[src/rtl/cv32e40x_xif_pkg.sv]
// rtl/cv32e40x_xif_pkg.sv - X-IF memory and result channel types shared with the core
package cv32e40x_xif_pkg;

  localparam int unsigned X_ID_WIDTH = 4;

  typedef struct packed {
    logic [X_ID_WIDTH-1:0] id;
    logic [31:0]           addr;
    logic [1:0]            mode;
    logic                  we;
    logic [2:0]            size;
    logic [3:0]            be;
    logic [1:0]            attr;
    logic [31:0]           wdata;
    logic                  last;
    logic                  spec;
  } x_mem_req_t;

  typedef struct packed {
    logic       exc;
    logic [5:0] exccode;
    logic       dbg;
  } x_mem_resp_t;

  typedef struct packed {
    logic [X_ID_WIDTH-1:0] id;
    logic [31:0]           rdata;
    logic                  err;
    logic                  dbg;
  } x_mem_result_t;

endpackage

[src/rtl/vmem_arbiter_pkg.sv]
// rtl/vmem_arbiter_pkg.sv - requester index type and default sizing for the VLSU memory arbiter
package vmem_arbiter_pkg;

  localparam int unsigned NUM_REQ_MAX             = 4;
  localparam int unsigned NUM_REQ_DEFAULT         = 2;
  localparam int unsigned X_ID_WIDTH_DEFAULT      = 4;
  localparam int unsigned MAX_OUTSTANDING_DEFAULT = 4;

  typedef logic [1:0] req_idx_t;

  // Round-robin successor of g among n requesters.
  function automatic req_idx_t rr_next(input req_idx_t g, input int unsigned n);
    logic [2:0] sum;
    sum = {1'b0, g} + 3'd1;
    if (sum >= 3'(n)) return '0;
    return sum[1:0];
  endfunction

endpackage

[src/rtl/vmem_arb_tracker.sv]
// rtl/vmem_arb_tracker.sv - in-order FIFO of granted requester indices awaiting a result
module vmem_arb_tracker
  import vmem_arbiter_pkg::*;
#(
  parameter int unsigned DEPTH = MAX_OUTSTANDING_DEFAULT
) (
  input  logic     clk_i,
  input  logic     rst_i,
  input  logic     push_i,
  input  req_idx_t push_idx_i,
  input  logic     pop_i,
  output logic     full_o,
  output logic     empty_o,
  output req_idx_t head_o
);

  localparam int unsigned PW = $clog2(DEPTH);

  req_idx_t      mem_q [DEPTH];
  logic [PW-1:0] wr_ptr_q, wr_ptr_d;
  logic [PW-1:0] rd_ptr_q, rd_ptr_d;
  logic [PW:0]   count_q, count_d;
  logic          do_push, do_pop;

  assign full_o  = (count_q == (PW+1)'(DEPTH));
  assign empty_o = (count_q == '0);
  assign head_o  = mem_q[rd_ptr_q];

  // Fullness is judged before any same-cycle pop, so a full tracker never takes a push.
  assign do_push = push_i & ~full_o;
  assign do_pop  = pop_i & ~empty_o;

  always_comb begin
    wr_ptr_d = wr_ptr_q;
    rd_ptr_d = rd_ptr_q;
    count_d  = count_q;
    if (do_push) wr_ptr_d = wr_ptr_q + 1'b1;
    if (do_pop)  rd_ptr_d = rd_ptr_q + 1'b1;
    case ({do_push, do_pop})
      2'b10:   count_d = count_q + 1'b1;
      2'b01:   count_d = count_q - 1'b1;
      default: count_d = count_q;
    endcase
  end

  always_ff @(posedge clk_i or posedge rst_i) begin
    if (rst_i) begin
      wr_ptr_q <= '0;
      rd_ptr_q <= '0;
      count_q  <= '0;
    end else begin
      wr_ptr_q <= wr_ptr_d;
      rd_ptr_q <= rd_ptr_d;
      count_q  <= count_d;
    end
  end

  always_ff @(posedge clk_i) begin
    if (do_push) mem_q[wr_ptr_q] <= push_idx_i;
  end

endmodule

[src/rtl/vmem_arbiter.sv]
// rtl/vmem_arbiter.sv - round-robin arbiter of VLSU requesters onto one X-IF memory channel
// Optional burst lock (grant held until req.last) with VMEM_ARBITER_LOCK_EN defined.
module vmem_arbiter
  import cv32e40x_xif_pkg::*;
  import vmem_arbiter_pkg::*;
#(
  parameter int unsigned NUM_REQ         = NUM_REQ_DEFAULT,
  parameter int unsigned X_ID_WIDTH      = X_ID_WIDTH_DEFAULT,
  parameter int unsigned MAX_OUTSTANDING = MAX_OUTSTANDING_DEFAULT
) (
  input  logic                         clk_i,
  input  logic                         rst_i,
  input  logic [NUM_REQ-1:0]           req_valid_i,
  output logic [NUM_REQ-1:0]           req_ready_o,
  input  x_mem_req_t [NUM_REQ-1:0]     req_i,
  output x_mem_resp_t [NUM_REQ-1:0]    resp_o,
  output logic [NUM_REQ-1:0]           result_valid_o,
  output x_mem_result_t                result_o,
  output logic                         xif_mem_valid_o,
  input  logic                         xif_mem_ready_i,
  output x_mem_req_t                   xif_mem_req_o,
  input  x_mem_resp_t                  xif_mem_resp_i,
  input  logic                         xif_mem_result_valid_i,
  input  x_mem_result_t                xif_mem_result_i,
  output logic                         spurious_o
);

  if (NUM_REQ < 2 || NUM_REQ > NUM_REQ_MAX) begin : g_bad_num_req
    $error("vmem_arbiter: NUM_REQ must be 2..4");
  end
  if (X_ID_WIDTH != cv32e40x_xif_pkg::X_ID_WIDTH) begin : g_bad_id_width
    $error("vmem_arbiter: X_ID_WIDTH must match the X-IF package");
  end

  req_idx_t   gnt_q, gnt_d;
  req_idx_t   rr_ptr_q, rr_ptr_d;
  logic       hold_q, hold_d;
  logic       spurious_q, spurious_d;
  logic       burst_lock;

  req_idx_t   pick, gnt;
  logic       found, use_held, gnt_valid, mem_valid, accept;
  logic [2:0] sum;
  x_mem_req_t req_sel;

  logic       trk_full, trk_empty, trk_pop;
  req_idx_t   trk_head;

  // Round-robin search starting at the pointer; the first valid requester wins.
  always_comb begin
    pick  = rr_ptr_q;
    found = 1'b0;
    sum   = '0;
    for (int i = 0; i < NUM_REQ; i++) begin
      sum = {1'b0, rr_ptr_q} + 3'(i);
      if (sum >= 3'(NUM_REQ)) sum = sum - 3'(NUM_REQ);
      for (int j = 0; j < NUM_REQ; j++) begin
        if (!found && sum[1:0] == req_idx_t'(j) && req_valid_i[j]) begin
          pick  = req_idx_t'(j);
          found = 1'b1;
        end
      end
    end
  end

  always_comb begin
    use_held  = hold_q | burst_lock;
    gnt       = use_held ? gnt_q : pick;
    gnt_valid = 1'b0;
    req_sel   = '0;
    for (int j = 0; j < NUM_REQ; j++) begin
      if (gnt == req_idx_t'(j)) begin
        gnt_valid = req_valid_i[j];
        req_sel   = req_i[j];
      end
    end
    mem_valid = ~rst_i & ~trk_full & (use_held ? gnt_valid : found);
    accept    = mem_valid & xif_mem_ready_i;

    hold_d   = mem_valid & ~xif_mem_ready_i;
    gnt_d    = gnt;
    rr_ptr_d = accept ? rr_next(gnt, NUM_REQ) : rr_ptr_q;
  end

  assign xif_mem_valid_o = mem_valid;
  assign xif_mem_req_o   = req_sel;
  assign result_o        = xif_mem_result_i;

  always_comb begin
    req_ready_o    = '0;
    resp_o         = '0;
    result_valid_o = '0;
    for (int j = 0; j < NUM_REQ; j++) begin
      if (gnt == req_idx_t'(j)) begin
        req_ready_o[j] = accept;
        if (mem_valid) resp_o[j] = xif_mem_resp_i;
      end
      if (trk_head == req_idx_t'(j)) result_valid_o[j] = trk_pop;
    end
  end

  // A result with nothing outstanding is dropped and flagged until reset.
  assign trk_pop    = ~rst_i & xif_mem_result_valid_i & ~trk_empty;
  assign spurious_d = spurious_q | (xif_mem_result_valid_i & trk_empty);
  assign spurious_o = spurious_q;

  always_ff @(posedge clk_i or posedge rst_i) begin
    if (rst_i) begin
      gnt_q      <= '0;
      rr_ptr_q   <= '0;
      hold_q     <= 1'b0;
      spurious_q <= 1'b0;
    end else begin
      gnt_q      <= gnt_d;
      rr_ptr_q   <= rr_ptr_d;
      hold_q     <= hold_d;
      spurious_q <= spurious_d;
    end
  end

`ifdef VMEM_ARBITER_LOCK_EN
  logic lock_q, lock_d;

  always_comb begin
    lock_d = lock_q;
    if (accept) lock_d = ~req_sel.last;
  end

  always_ff @(posedge clk_i or posedge rst_i) begin
    if (rst_i) lock_q <= 1'b0;
    else       lock_q <= lock_d;
  end

  assign burst_lock = lock_q;
`else
  assign burst_lock = 1'b0;
`endif

  vmem_arb_tracker #(
    .DEPTH (MAX_OUTSTANDING)
  ) u_tracker (
    .clk_i      (clk_i),
    .rst_i      (rst_i),
    .push_i     (accept),
    .push_idx_i (gnt),
    .pop_i      (trk_pop),
    .full_o     (trk_full),
    .empty_o    (trk_empty),
    .head_o     (trk_head)
  );

endmodule

[config.mk]
export PLATFORM = sky130hd
export DESIGN_NAME = vmem_arbiter
export DESIGN_NICKNAME = d
export VERILOG_FILES = /design/src/rtl/cv32e40x_xif_pkg.sv /design/src/rtl/vmem_arbiter_pkg.sv /design/src/rtl/vmem_arb_tracker.sv /design/src/rtl/vmem_arbiter.sv
export SDC_FILE = /design/constraint.sdc
export NUM_CORES = 1
export LEC_CHECK = 0
export BUFFER_PORTS_ARGS = -buffer_cell sky130_fd_sc_hd__buf_2
export CAP_MARGIN = 30
export CORE_AREA = 2 2 140 142
export CTS_CLUSTER_SIZE = 25
export DETAILED_ROUTE_END_ITERATION = 8
export DIE_AREA = 0 0 142 144
export GPL_TIMING_DRIVEN = 1
export MAX_ROUTING_LAYER = met4
export PLACE_DENSITY = 0.47
export SETUP_SLACK_MARGIN = 0.4
export SYNTH_ARGS = -nofsm -noshare
export SYNTH_HDL_FRONTEND = slang
export SYNTH_SLANG_ARGS = --single-unit
[constraint.sdc]
create_clock -name clk_i -period 4.7 [get_ports clk_i]
set_clock_uncertainty 0.15 [all_clocks]
set_input_delay 1.175 -clock clk_i [delete_from_list [all_inputs] [get_ports clk_i]]
set_output_delay 1.175 -clock clk_i [all_outputs]
set_load 0.02 [all_outputs]
==> reports/results.tsv, run 1 <==
stage	metric	value	unit
global_routing	first-pass GRT wire length	15900	um
placed_design	Port Buffers	281	
critical_path	critical path class	input pin to output port	
run_status	status	completed	
drt	Post-DRT Antenna Nets	0	
synth	ys async rst share	61.9	%
layout	FILL cells	2138	
sta	max-slew violations	0	
critical_path	Critical Path Fanout Max	5	
drt	drc violations	0	
sta	Hold Vio Cnt, Final	0	
clocking	Clock Tree Buf Depth	2	
sta	Peak Freq	232	MHz
power_and_ir_drop	clock share of power	6.9	%
sta	Final min period	4.31	ns
sta	worst slew pin tran	0.601	ns
synth	syn_nets	638	
synth	Ys Warns	0	
floorplanning	initial core utilization	13.7	%
clocking	hold buffer count at CTS	0	
placed_design	cell area after placement	4020	um2
synth	number of synthesized flops with an enable pin	8	
floorplanning	Die Footprint	20400	um2
power_and_ir_drop	Pleak	2.35	nW
power_and_ir_drop	Sw Ratio	55.5	%
layout	final net count	868	
sta	RSZ-0062 raised after global routing	true	
sta	WHS	0.301	ns
clocking	H-Tree Depth	1	
layout	share of cells above drive strength 1	52.0	%
sta	setup violators final	0	
clocking	clk slew on worst S/H paths	0.06	ns
synth	Synth Instances	413	
layout	n_diodes	0	
power_and_ir_drop	power share of the combinational group	81.1	%
floorplanning	Top Ports	358	
critical_path	crit end category	output port	
drt	Routed WL	12000	um
critical_path	CP required	3.38	ns
sta	relative slew slack	59.8	%
floorplanning	Die H	144	um
floorplanning	die span in x	142	um
placed_design	HPWL Detailed	9320	um
synth	synthesized cell area	2620	um2
drt	Via Count	3476	
min_path	Hold Crit Class	flip-flop to flip-flop	
placed_design	pre-CTS WS	0.196	ns
floorplanning	core area	19100	um2
synth	register area share after synthesis	21.6	%
drt	Via density	3.95	
synth	Syn Area/Cell	6.35	um2
synth	synth unique cells	36	
synth	Main synth FF type	dfrtp_1	
sta	Post-Route Setup TNS	0	ns
layout	synthesis-to-layout area growth	71.4	%
placed_design	# placed instances	869	
global_routing	vias in the first global route	2942	
clocking	Clock Tree Root	clkbuf_16	
clocking	CTS Buf Count	3	
critical_path	startpoint types	input pin	
drt	DRT Pass-1 Iters	4	
sta	setup slack after layout	0.389	ns
flow_run	Max-Cap Viols	0	
power_and_ir_drop	Psw	1.45	mW
power_and_ir_drop	Seq pwr share	12.0	%
global_routing	grt total ovfl	0	
clocking	CTS tree	done	
power_and_ir_drop	P_int	1.17	mW
clocking	Sink Count	21	
global_routing	largest net degree at the start of global routing	65	
synth	FF+latch count, synth	21	
layout	fin cells	880	
floorplanning	row count	51	
power_and_ir_drop	Peak VDD IR	0.218	mV
global_routing	Total GRT Usage	10.0	%
critical_path	CP arrival	2.99	ns
global_routing	initial antenna violation count	0	
clocking	latest clock arrival within the worst-skew pair	0.25	ns
power_and_ir_drop	Cell Pwr Density	583	nW/um2
placed_design	RD Place Congestion	0.784	
drt	DR WL/cell	13.6	um
drt	1st-iter DRT viols	78	
layout	post-route cell area	4490	um2
sta	final clock period utilization by the worst path	91.7	%
==> power by group through the flow <==
stage	Clock [mW]	Combinational, mW	Sequential, mW
5_1_grt	0.195	2.33	0.323
6_report	0.182	2.12	0.314
2_1_floorplan	0	1.29	0.299
3_3_place_gp	0	1.91	0.313
3_5_place_dp	0	1.91	0.312
4_1_cts	0.186	1.92	0.310
==> per-stage QoR <==
| step | utilization (%) | power [mW] |
|---|---|---|
| detailed placement | 21.1 | 2.22 |
| finish | 23.5 | 2.62 |
| CTS | 21.6 | 2.42 |
| global placement | 21.1 | 2.22 |
| global route | 23.5 | 2.84 |
| floorplan | - | 1.59 |
==> flip-flops by register name, summed over array words and instances, names as in the netlist <==
signal              count
gnt_q                   2
hold_q                  1
rr_ptr_q                2
spurious_o              1
u_tracker.count_q       3
u_tracker.mem_q         8
u_tracker.rd_ptr_q      2
u_tracker.wr_ptr_q      2
==> what timing repair did <==
action,4_1_cts,5_1_grt
cloned,0,4
setup buffers,1,2
hold endpoints to repair,0,0
setup endpoints to repair,32,78
pin swaps,0,22
resized for setup,2,100
==> Yosys cell counts, drive strengths merged, types with 2 or more instances <==
cell type  count  area, um2
inv            6       22.5
ha             8        100
mux4           2       45.0
xnor2          4       35.0
edfxtp         8        240
nand2        171        644
xor2           2       17.5
buf           42        320
dfrtp         13        325
and3          23        144
mux2           3       33.8
clkbuf        28        105
nor3b          2       15.0
nor2           3       11.3
o21ai         82        410
==> critical path, stage by stage <==
cell and delay [ns]:
buf_8 0.10, nor2b_4 0.13, o41a_1 0.48, buf_6 0.15, ha_4 0.16, nand3b_1 0.12, nand3_2 0.14, and2_4 0.23
and3_4 0.17, buf_6 0.12
==> cell type report <==
cell class | instances | area [um2] | area share (%)
multi-input cells | 319 | 1790 | 39.8
clock buffers | 3 | 75.1 | 1.67
repair buffers | 292 | 1730 | 38.6
clock inverters | 1 | 7.51 | 0.167
flip-flops and latches | 21 | 566 | 12.6
well taps | 238 | 298 | 6.63
inverters | 6 | 22.5 | 0.501
==> kinds of logic (layout without fill, tap and decap cells) <==
| logic type | after synthesis | count (layout) | synth area share, % |
|---|---|---|---|
| compound gates | 90 | 90 | 18.8 |
| buf+inv | 76 | 302 | 17.1 |
| fa+ha+maj | 9 | 9 | 4.58 |
| mux | 6 | 6 | 3.39 |
| xor+xnor | 6 | 6 | 2.00 |
| flops | 21 | 21 | 21.6 |
| simple gates | 205 | 208 | 32.6 |
==> cell usage in the layout, fill, tap and decap left out, types with 2 or more instances in the layout <==
cell / Yosys / layout
and3_4: 0 / 18
dfrtp_1: 13 / 13
ha_4: 0 / 2
buf_12: 0 / 2
buf_2: 1 / 252
xnor2_1: 4 / 4
edfxtp_1: 8 / 8
inv_1: 6 / 6
nor3b_1: 2 / 2
mux2_2: 3 / 3
and2_4: 0 / 4
o21ai_1: 0 / 16
ha_1: 8 / 6
nand2_1: 170 / 167
xor2_1: 2 / 2
mux4_2: 2 / 2
and3_1: 23 / 5
buf_4: 38 / 12
buf_6: 1 / 22
clkbuf_16: 0 / 4
nand2_2: 1 / 4
buf_16: 0 / 2
o21ai_0: 82 / 66
nor2_1: 3 / 3
==> worst paths after layout <==
path	startpoint	end	slack, ns	cells past startpoint
worst max-delay path	req_valid_i[0]	resp_o[15]	0.39	10
max in group asynchronous	rst_i	u_tracker.rd_ptr_q[1]$_DFFE_PP0P_	3.22	2
worst min-delay path	spurious_o$_DFF_PP0_	spurious_o$_DFF_PP0_	0.30	1
worst min register to register	spurious_o$_DFF_PP0_	spurious_o$_DFF_PP0_	0.30	1
worst max register to register	rr_ptr_q[0]$_DFFE_PP0N_	u_tracker.count_q[2]$_DFFE_PP0P_	1.28	11
min in group asynchronous	rst_i	hold_q$_DFF_PP0_	0.83	2
==> layer usage <==
| layer | global-route usage (%) | part of all wire, % | vias up |
|---|---|---|---|
| met3 | 2.42 | 8.9 | 2 |
| met5 | - | 0 | - |
| met1 | 12.2 | 39 | 1511 |
| met2 | 17.6 | 52 | 186 |
| li1 | - | - | 1777 |
| met4 | 0.632 | 0.18 | 0 |
No activity file was read; power rests on OpenSTA's default activity.
==> run 2, diff against run 1 <==
--- a/config.mk
+++ b/config.mk
@@ -5,15 +5,16 @@
 export SDC_FILE = /design/constraint.sdc
 export NUM_CORES = 1
 export LEC_CHECK = 0
+export ABC_AREA = 1
 export BUFFER_PORTS_ARGS = -buffer_cell sky130_fd_sc_hd__buf_2
 export CAP_MARGIN = 30
-export CORE_AREA = 2 2 140 142
+export CORE_AREA = 2 2 137 139
 export CTS_CLUSTER_SIZE = 25
 export DETAILED_ROUTE_END_ITERATION = 8
-export DIE_AREA = 0 0 142 144
+export DIE_AREA = 0 0 139 141
 export GPL_TIMING_DRIVEN = 1
 export MAX_ROUTING_LAYER = met4
-export PLACE_DENSITY = 0.47
+export PLACE_DENSITY = 0.49
 export SETUP_SLACK_MARGIN = 0.4
 export SYNTH_ARGS = -nofsm -noshare
 export SYNTH_HDL_FRONTEND = slang
==> run 2 against run 1 <==
Critical path depth increased by 6. Global-route usage increased by 3.3 points. Cell area increased by 4.9%. Largest cell class is now buffers. Highest routed layer unchanged.
==> reports/results.tsv, run 2 <==
stage	metric	value	unit
critical_path	CP arrival	3.00	ns
power_and_ir_drop	Psw	2.01	mW
sta	Peak Freq	231	MHz
placed_design	RD Place Congestion	0.793	
synth	adder-cell area share of the yosys netlist	4.38	%
critical_path	slowest CP cell	buf_4	
run_status	status	completed	
drt	Post-DRT Antenna Nets	0	
drt	Via density	4.00	
placed_design	pre-CTS WS	0.217	ns
synth	top cells by area, synth	nand2_1 (26%), nand3_1 (16%), dfrtp_1 (12%), buf_4 (10%), edfxtp_1 (8.8%)	
sta	RSZ-0062 raised after global routing	true	
synth	Synth area leader	nand2_1	
floorplanning	Die Footprint	19600	um2
global_routing	initial antenna violation count	2	
layout	final core occ	25.8	%
sta	setup violators final	0	
power_and_ir_drop	power share of the combinational group	85.5	%
critical_path	crit end category	output port	
layout	max FFs per register	8	
min_path	Hold Crit Class	flip-flop to flip-flop	
synth	count leader, synth	nand2_1	
power_and_ir_drop	clock share of power	5.3	%
clocking	clk slew on worst S/H paths	0.06	ns
global_routing	grt total ovfl	0	
synth	synth unique cells	30	
placed_design	HPWL Detailed	11400	um
clocking	latest clock arrival within the worst-skew pair	0.25	ns
synth	synthesized cell area	2740	um2
critical_path	startpoint types	input pin	
placed_design	Port Buffers	281	
synth	Main synth FF type	dfrtp_1	
layout	synthesis-to-layout area growth	72.0	%
sta	Final min period	4.33	ns
clocking	CTS Buf Count	3	
synth	Compound-Gate Fraction of Synth Area	2.05	%
clocking	H-Tree Depth	1	
sta	Post-Route Setup TNS	0	ns
synth	number of synthesized flops with an enable pin	8	
sta	setup slack after layout	0.372	ns
synth	multiplexer share of the synthesized area	0	%
floorplanning	core area	18300	um2
critical_path	max incr delay on CP	0.19	ns
synth	FF+latch count, synth	21	
critical_path	Critical Path Fanout Max	5	
global_routing	Total GRT Usage	13.3	%
layout	most frequent cells in the layout	buf_2 (260), nand2_1 (190), nand3_1 (89)	
layout	share of cells above drive strength 1	49.2	%
global_routing	first-pass GRT wire length	19900	um
power_and_ir_drop	P_int	1.36	mW
placed_design	cell area after placement	4160	um2
synth	Synth Instances	465	
clocking	CTS tree	done	
flow_run	Max-Cap Viols	0	
power_and_ir_drop	Cell Pwr Density	716	nW/um2
synth	Simple-Gate Fraction of Synth Area	51.7	%
sta	WHS	0.322	ns
floorplanning	die span in x	139	um
power_and_ir_drop	Sw Ratio	59.6	%
power_and_ir_drop	Pleak	2.79	nW
synth	syn_nets	690	
drt	Via Count	3797	
synth	largest family of logic cells by synthesized area	simple AND/OR/NAND/NOR gates	
layout	post-route cell area	4710	um2
drt	1st-iter DRT viols	137	
synth	share of the synthesized area in the top cell type	26.3	%
clocking	Sink Count	21	
layout	Regs by FF count	u_tracker.mem_q (8), u_tracker.count_q (3)	
drt	Routed WL	14600	um
drt	DR WL/cell	15.3	um
synth	xor and xnor area share after synthesis	0.959	%
layout	most common cell after layout, fill and taps aside	buf_2	
sta	Hold Vio Cnt, Final	0	
sta	max-slew violations	0	
critical_path	critical path class	input pin to output port	
clocking	hold buffer count at CTS	0	
clocking	Clock Tree Buf Depth	2	
floorplanning	Top Ports	358	
sta	final clock period utilization by the worst path	92.1	%
min_path	hold path start	spurious_o$_DFF_PP0_	
synth	commonest cells in the synthesized netlist	nand2_1 (192), nand3_1 (89), buf_4 (38)	
synth	ys async rst share	61.9	%
power_and_ir_drop	Seq pwr share	9.2	%
drt	DRT Pass-1 Iters	4	
sta	worst slew pin tran	0.390	ns
drt	drc violations	0	
synth	register area share after synthesis	20.6	%
floorplanning	row count	50	
critical_path	Reg2Reg Launch Point	rr_ptr_q[0]$_DFFE_PP0N_	
synth	Syn Area/Cell	5.89	um2
global_routing	largest net degree at the start of global routing	83	
sta	relative slew slack	73.9	%
layout	final net count	939	
clocking	Clock Tree Root	clkbuf_16	
floorplanning	Die H	141	um
power_and_ir_drop	Peak VDD IR	0.260	mV
layout	register bank with the most flops	u_tracker.mem_q	
global_routing	vias in the first global route	3375	
critical_path	Critical path origin	req_valid_i[1]	
critical_path	CP required	3.38	ns
synth	Ys Warns	0	
critical_path	critical path, cell by cell	buf_4, nand2_1, nand2_2, nor2_1, a22oi_1, buf_4, ha_4, nand2_2, nor2_2, nor2_2, nor2_4, buf_12, nand2_8, buf_4, nor3_2, buf_4	
floorplanning	initial core utilization	15.0	%
critical_path	most frequent CP cell	buf_4	
==> run 2: cell type report <==
| class | count | area [um2] |
|---|---|---|
| Timing Repair Buffer | 310 | 1830 |
| Clock buffer | 4 | 78.8 |
| Tap cell | 234 | 293 |
| Multi-Input combinational cell | 346 | 1810 |
| Sequential cell | 21 | 566 |
| Inverter | 32 | 131 |
| Fill cell | 2096 | 13600 |
| Antenna cell | 2 | 5.00 |
==> run 2: power by group through the flow <==
stage	sequential [mW]	clock, mW	combinational, mW
3_5_place_dp	0.310	0	2.61
3_3_place_gp	0.312	0	2.60
5_1_grt	0.323	0.191	3.15
2_1_floorplan	0.303	0	1.70
4_1_cts	0.309	0.184	2.67
6_report	0.312	0.178	2.89
==> run 2: critical path, delay by kind of cell <==
| family | cells | cell delay [ns] |
|---|---|---|
| buf+inv | 5 | 0.79 |
| fa+ha+maj | 1 | 0.17 |
| compound gates | 1 | 0.15 |
| simple gates | 9 | 0.72 |
==> run 2: kinds of logic (layout without fill, tap and decap cells) <==
kind of cell	after synthesis	count (layout)
XOR/XNOR	3	3
adder cells (fa/ha/maj)	9	9
flip-flops	21	21
buffers and inverters	100	346
AO/OA/AOI/OAI	9	9
other	0	2
AND/OR/NAND/NOR	323	325
==> run 2: final timing paths <==
kind                                                      to  cells past startpoint  slack (ns)
max                                               resp_o[14]                     16        0.37
min                                     spurious_o$_DFF_PP0_                      1        0.32
max reg2reg                 u_tracker.count_q[2]$_DFFE_PP0P_                     18        1.35
min reg2reg                             spurious_o$_DFF_PP0_                      1        0.32
max in group asynchronous                 gnt_q[1]$_DFF_PP0_                      3        3.34
min in group asynchronous  u_tracker.rd_ptr_q[0]$_DFFE_PP0P_                      2        0.66
==> run 2: what timing repair did <==
item / in CTS / in global routing
buffers inserted: 4 / 12
gates cloned: 1 / 2
pin swaps: 2 / 11
resized for setup: 7 / 68
endpoints found under the setup margin: 20 / 72
==> run 2: per-stage QoR <==
stage / cells / total power, mW
after detailed placement: 924 / 2.92
after global placement: 924 / 2.91
after floorplan: 465 / 2.01
final: 949 / 3.38
after CTS: 933 / 3.16
after global routing: 949 / 3.66
==> run 2: layer usage <==
metal | track usage, % | part of all wire [%]
met2 | 23.0 | 52
met1 | 15.7 | 38
met3 | 3.74 | 7.7
met5 | - | 0
met4 | 2.45 | 1.8
==> run 3, diff against run 2 <==
--- a/config.mk
+++ b/config.mk
@@ -8,13 +8,15 @@
 export ABC_AREA = 1
 export BUFFER_PORTS_ARGS = -buffer_cell sky130_fd_sc_hd__buf_2
 export CAP_MARGIN = 30
-export CORE_AREA = 2 2 137 139
+export CELL_PAD_IN_SITES_DETAIL_PLACEMENT = 1
+export CELL_PAD_IN_SITES_GLOBAL_PLACEMENT = 2
+export CORE_MARGIN = 2
+export CORE_UTILIZATION = 13
 export CTS_CLUSTER_SIZE = 25
 export DETAILED_ROUTE_END_ITERATION = 8
-export DIE_AREA = 0 0 139 141
 export GPL_TIMING_DRIVEN = 1
 export MAX_ROUTING_LAYER = met4
-export PLACE_DENSITY = 0.49
+export PLACE_DENSITY = 0.87
 export SETUP_SLACK_MARGIN = 0.4
 export SYNTH_ARGS = -nofsm -noshare
 export SYNTH_HDL_FRONTEND = slang
==> run 3 against run 2 <==
Count of clock-buffer cells in the layout unchanged. Via count grew 3.3%. Power decreased by 4.8%. Register-to-register slack worse by 0.03 ns. Worst setup slack worse by 0.019 ns. Die area increased by 14%. First-iteration DRC count fell by 47%. Final cell count up 3.5%. Sequential share of layout area rose by 0.26 points. Non-clock buffer count is 7 lower. Largest power group unchanged. Highest routed layer unchanged.
==> reports/results.tsv, run 3 (same netlist as run 2, synthesis figures left out) <==
stage	metric	value	unit
run_status	status	completed	
placed_design	HPWL Detailed	10400	um
sta	Post-Route Setup TNS	0	ns
critical_path	CP required	3.38	ns
global_routing	vias in the first global route	3796	
critical_path	max incr delay on CP	0.23	ns
floorplanning	Die Footprint	22300	um2
floorplanning	row count	53	
clocking	Clock Tree Root	clkbuf_16	
layout	register bank with the most flops	u_tracker.mem_q	
sta	final clock period utilization by the worst path	92.5	%
critical_path	critical path's top delay family	simple AND/OR/NAND/NOR gates	
clocking	CTS Buf Count	3	
layout	FILL cells	2720	
drt	Via Count	3922	
critical_path	critical path class	input pin to output port	
power_and_ir_drop	Cell Pwr Density	697	nW/um2
layout	max FFs per register	8	
placed_design	pre-CTS WS	0.111	ns
clocking	hold buffer count at CTS	0	
power_and_ir_drop	P_int	1.27	mW
critical_path	slowest CP cell	o31ai_4	
power_and_ir_drop	Pleak	2.72	nW
layout	Regs by FF count	u_tracker.mem_q (8), u_tracker.count_q (3)	
layout	share of cells above drive strength 1	48.6	%
critical_path	Buf+Inv Stages, Crit Path	6	
floorplanning	die span in x	149	um
layout	synthesis-to-layout area growth	68.3	%
clocking	H-Tree Depth	1	
global_routing	initial antenna violation count	1	
clocking	Sink Count	21	
critical_path	CP arrival	3.02	ns
power_and_ir_drop	Psw	1.95	mW
drt	1st-iter DRT viols	73	
layout	most frequent cells in the layout	buf_2 (262), nand2_1 (191), nand3_1 (89)	
placed_design	RD Place Congestion	0.772	
sta	setup violators final	0	
clocking	Clock Tree Buf Depth	2	
sta	setup slack after layout	0.353	ns
placed_design	cell area after placement	4190	um2
power_and_ir_drop	power share of the combinational group	84.6	%
power_and_ir_drop	Pwr Total	3.21	mW
clocking	clk slew on worst S/H paths	0.05	ns
power_and_ir_drop	clock share of power	5.6	%
global_routing	Total GRT Usage	11.1	%
placed_design	# placed instances	962	
floorplanning	Die H	149	um
layout	final net count	932	
placed_design	Port Buffers	281	
sta	Final min period	4.35	ns
floorplanning	Top Ports	358	
sta	Hold Vio Cnt, Final	0	
layout	most common cell after layout, fill and taps aside	buf_2	
layout	post-route cell area	4610	um2
floorplanning	initial core utilization	13.2	%
floorplanning	core area	20800	um2
global_routing	largest net degree at the start of global routing	92	
drt	drc violations	0	
power_and_ir_drop	Sw Ratio	60.6	%
clocking	CTS tree	done	
power_and_ir_drop	Peak VDD IR	0.325	mV
global_routing	first-pass GRT wire length	19400	um
drt	Routed WL	13300	um
drt	DR WL/cell	13.5	um
critical_path	crit end category	output port	
clocking	latest clock arrival within the worst-skew pair	0.26	ns
sta	worst slew pin tran	0.484	ns
sta	max-slew violations	0	
drt	Post-DRT Antenna Nets	0	
flow_run	Max-Cap Viols	0	
sta	relative slew slack	67.7	%
layout	fin cells	982	
critical_path	critical path, cell by cell	buf_8, inv_4, o31ai_4, nand2_1, o21ai_2, inv_2, ha_4, inv_4, nand2_2, nor2_2, nor2_2, nor2_4, buf_12, nand2_8, nor3_4, buf_6	
drt	Via density	3.99	
min_path	Hold Crit Class	flip-flop to flip-flop	
power_and_ir_drop	Seq pwr share	9.8	%
critical_path	startpoint types	input pin	
critical_path	Critical Path Fanout Max	6	
drt	DRT Pass-1 Iters	4	
sta	Peak Freq	230	MHz
sta	RSZ-0062 raised after global routing	true	
sta	WHS	0.323	ns
layout	final core occ	22.1	%
global_routing	grt total ovfl	0	
-- run 3: changes by cell type in the layout (fill, tap and decap cells not counted), sizes merged --
cell / change
buf: -6
clkbuf: -1
clkinv: -1
clkinvlp: +1
diode: -1
-- run 3: cell type report --
class / count / area, um2 / area share (%)
diodes: 1 / 2.50 / 0.0543
well taps: 275 / 344 / 7.46
multi-input cells: 346 / 1790 / 38.9
repair buffers: 303 / 1700 / 36.8
clock buffers: 4 / 78.8 / 1.71
flip-flops and latches: 21 / 566 / 12.3
inverters: 32 / 129 / 2.79
-- run 3: path summary, 6_finish.rpt --
kind,start,end,slack (ns),cells past startpoint
max in group asynchronous,rst_i,rr_ptr_q[1]$_DFFE_PP0N_,3.44,3
worst max-delay path,req_valid_i[0],resp_o[2],0.35,16
worst min register to register,spurious_o$_DFF_PP0_,spurious_o$_DFF_PP0_,0.32,1
worst max register to register,rr_ptr_q[0]$_DFFE_PP0N_,u_tracker.count_q[2]$_DFFE_PP0P_,1.32,20
min in group asynchronous,rst_i,spurious_o$_DFF_PP0_,0.79,3
worst min-delay path,spurious_o$_DFF_PP0_,spurious_o$_DFF_PP0_,0.32,1
-- run 3: timing repair --
action | 4_1_cts | 5_1_grt
setup endpoints to repair | 101 | 26
gates resized for setup | 13 | 43
pin swaps | 2 | 13
setup buffers | 6 | 7
cloned | 1 | 1
-- run 3: power groups by stage --
stage | Sequential, mW | Clock [mW] | Combinational, mW
4_1_cts | 0.313 | 0.185 | 2.64
2_1_floorplan | 0.303 | 0 | 1.70
3_5_place_dp | 0.312 | 0 | 2.56
3_3_place_gp | 0.310 | 0 | 2.55
6_report | 0.316 | 0.180 | 2.72
5_1_grt | 0.327 | 0.194 | 2.98
-- run 3: per-layer routing --
layer	up-vias	track usage [%]	routed length, um
li1	1927	-	-
met1	1791	13.0	5190
met2	186	19.6	6800
met3	18	2.35	1090
met4	0	2.48	220
met5	-	-	0
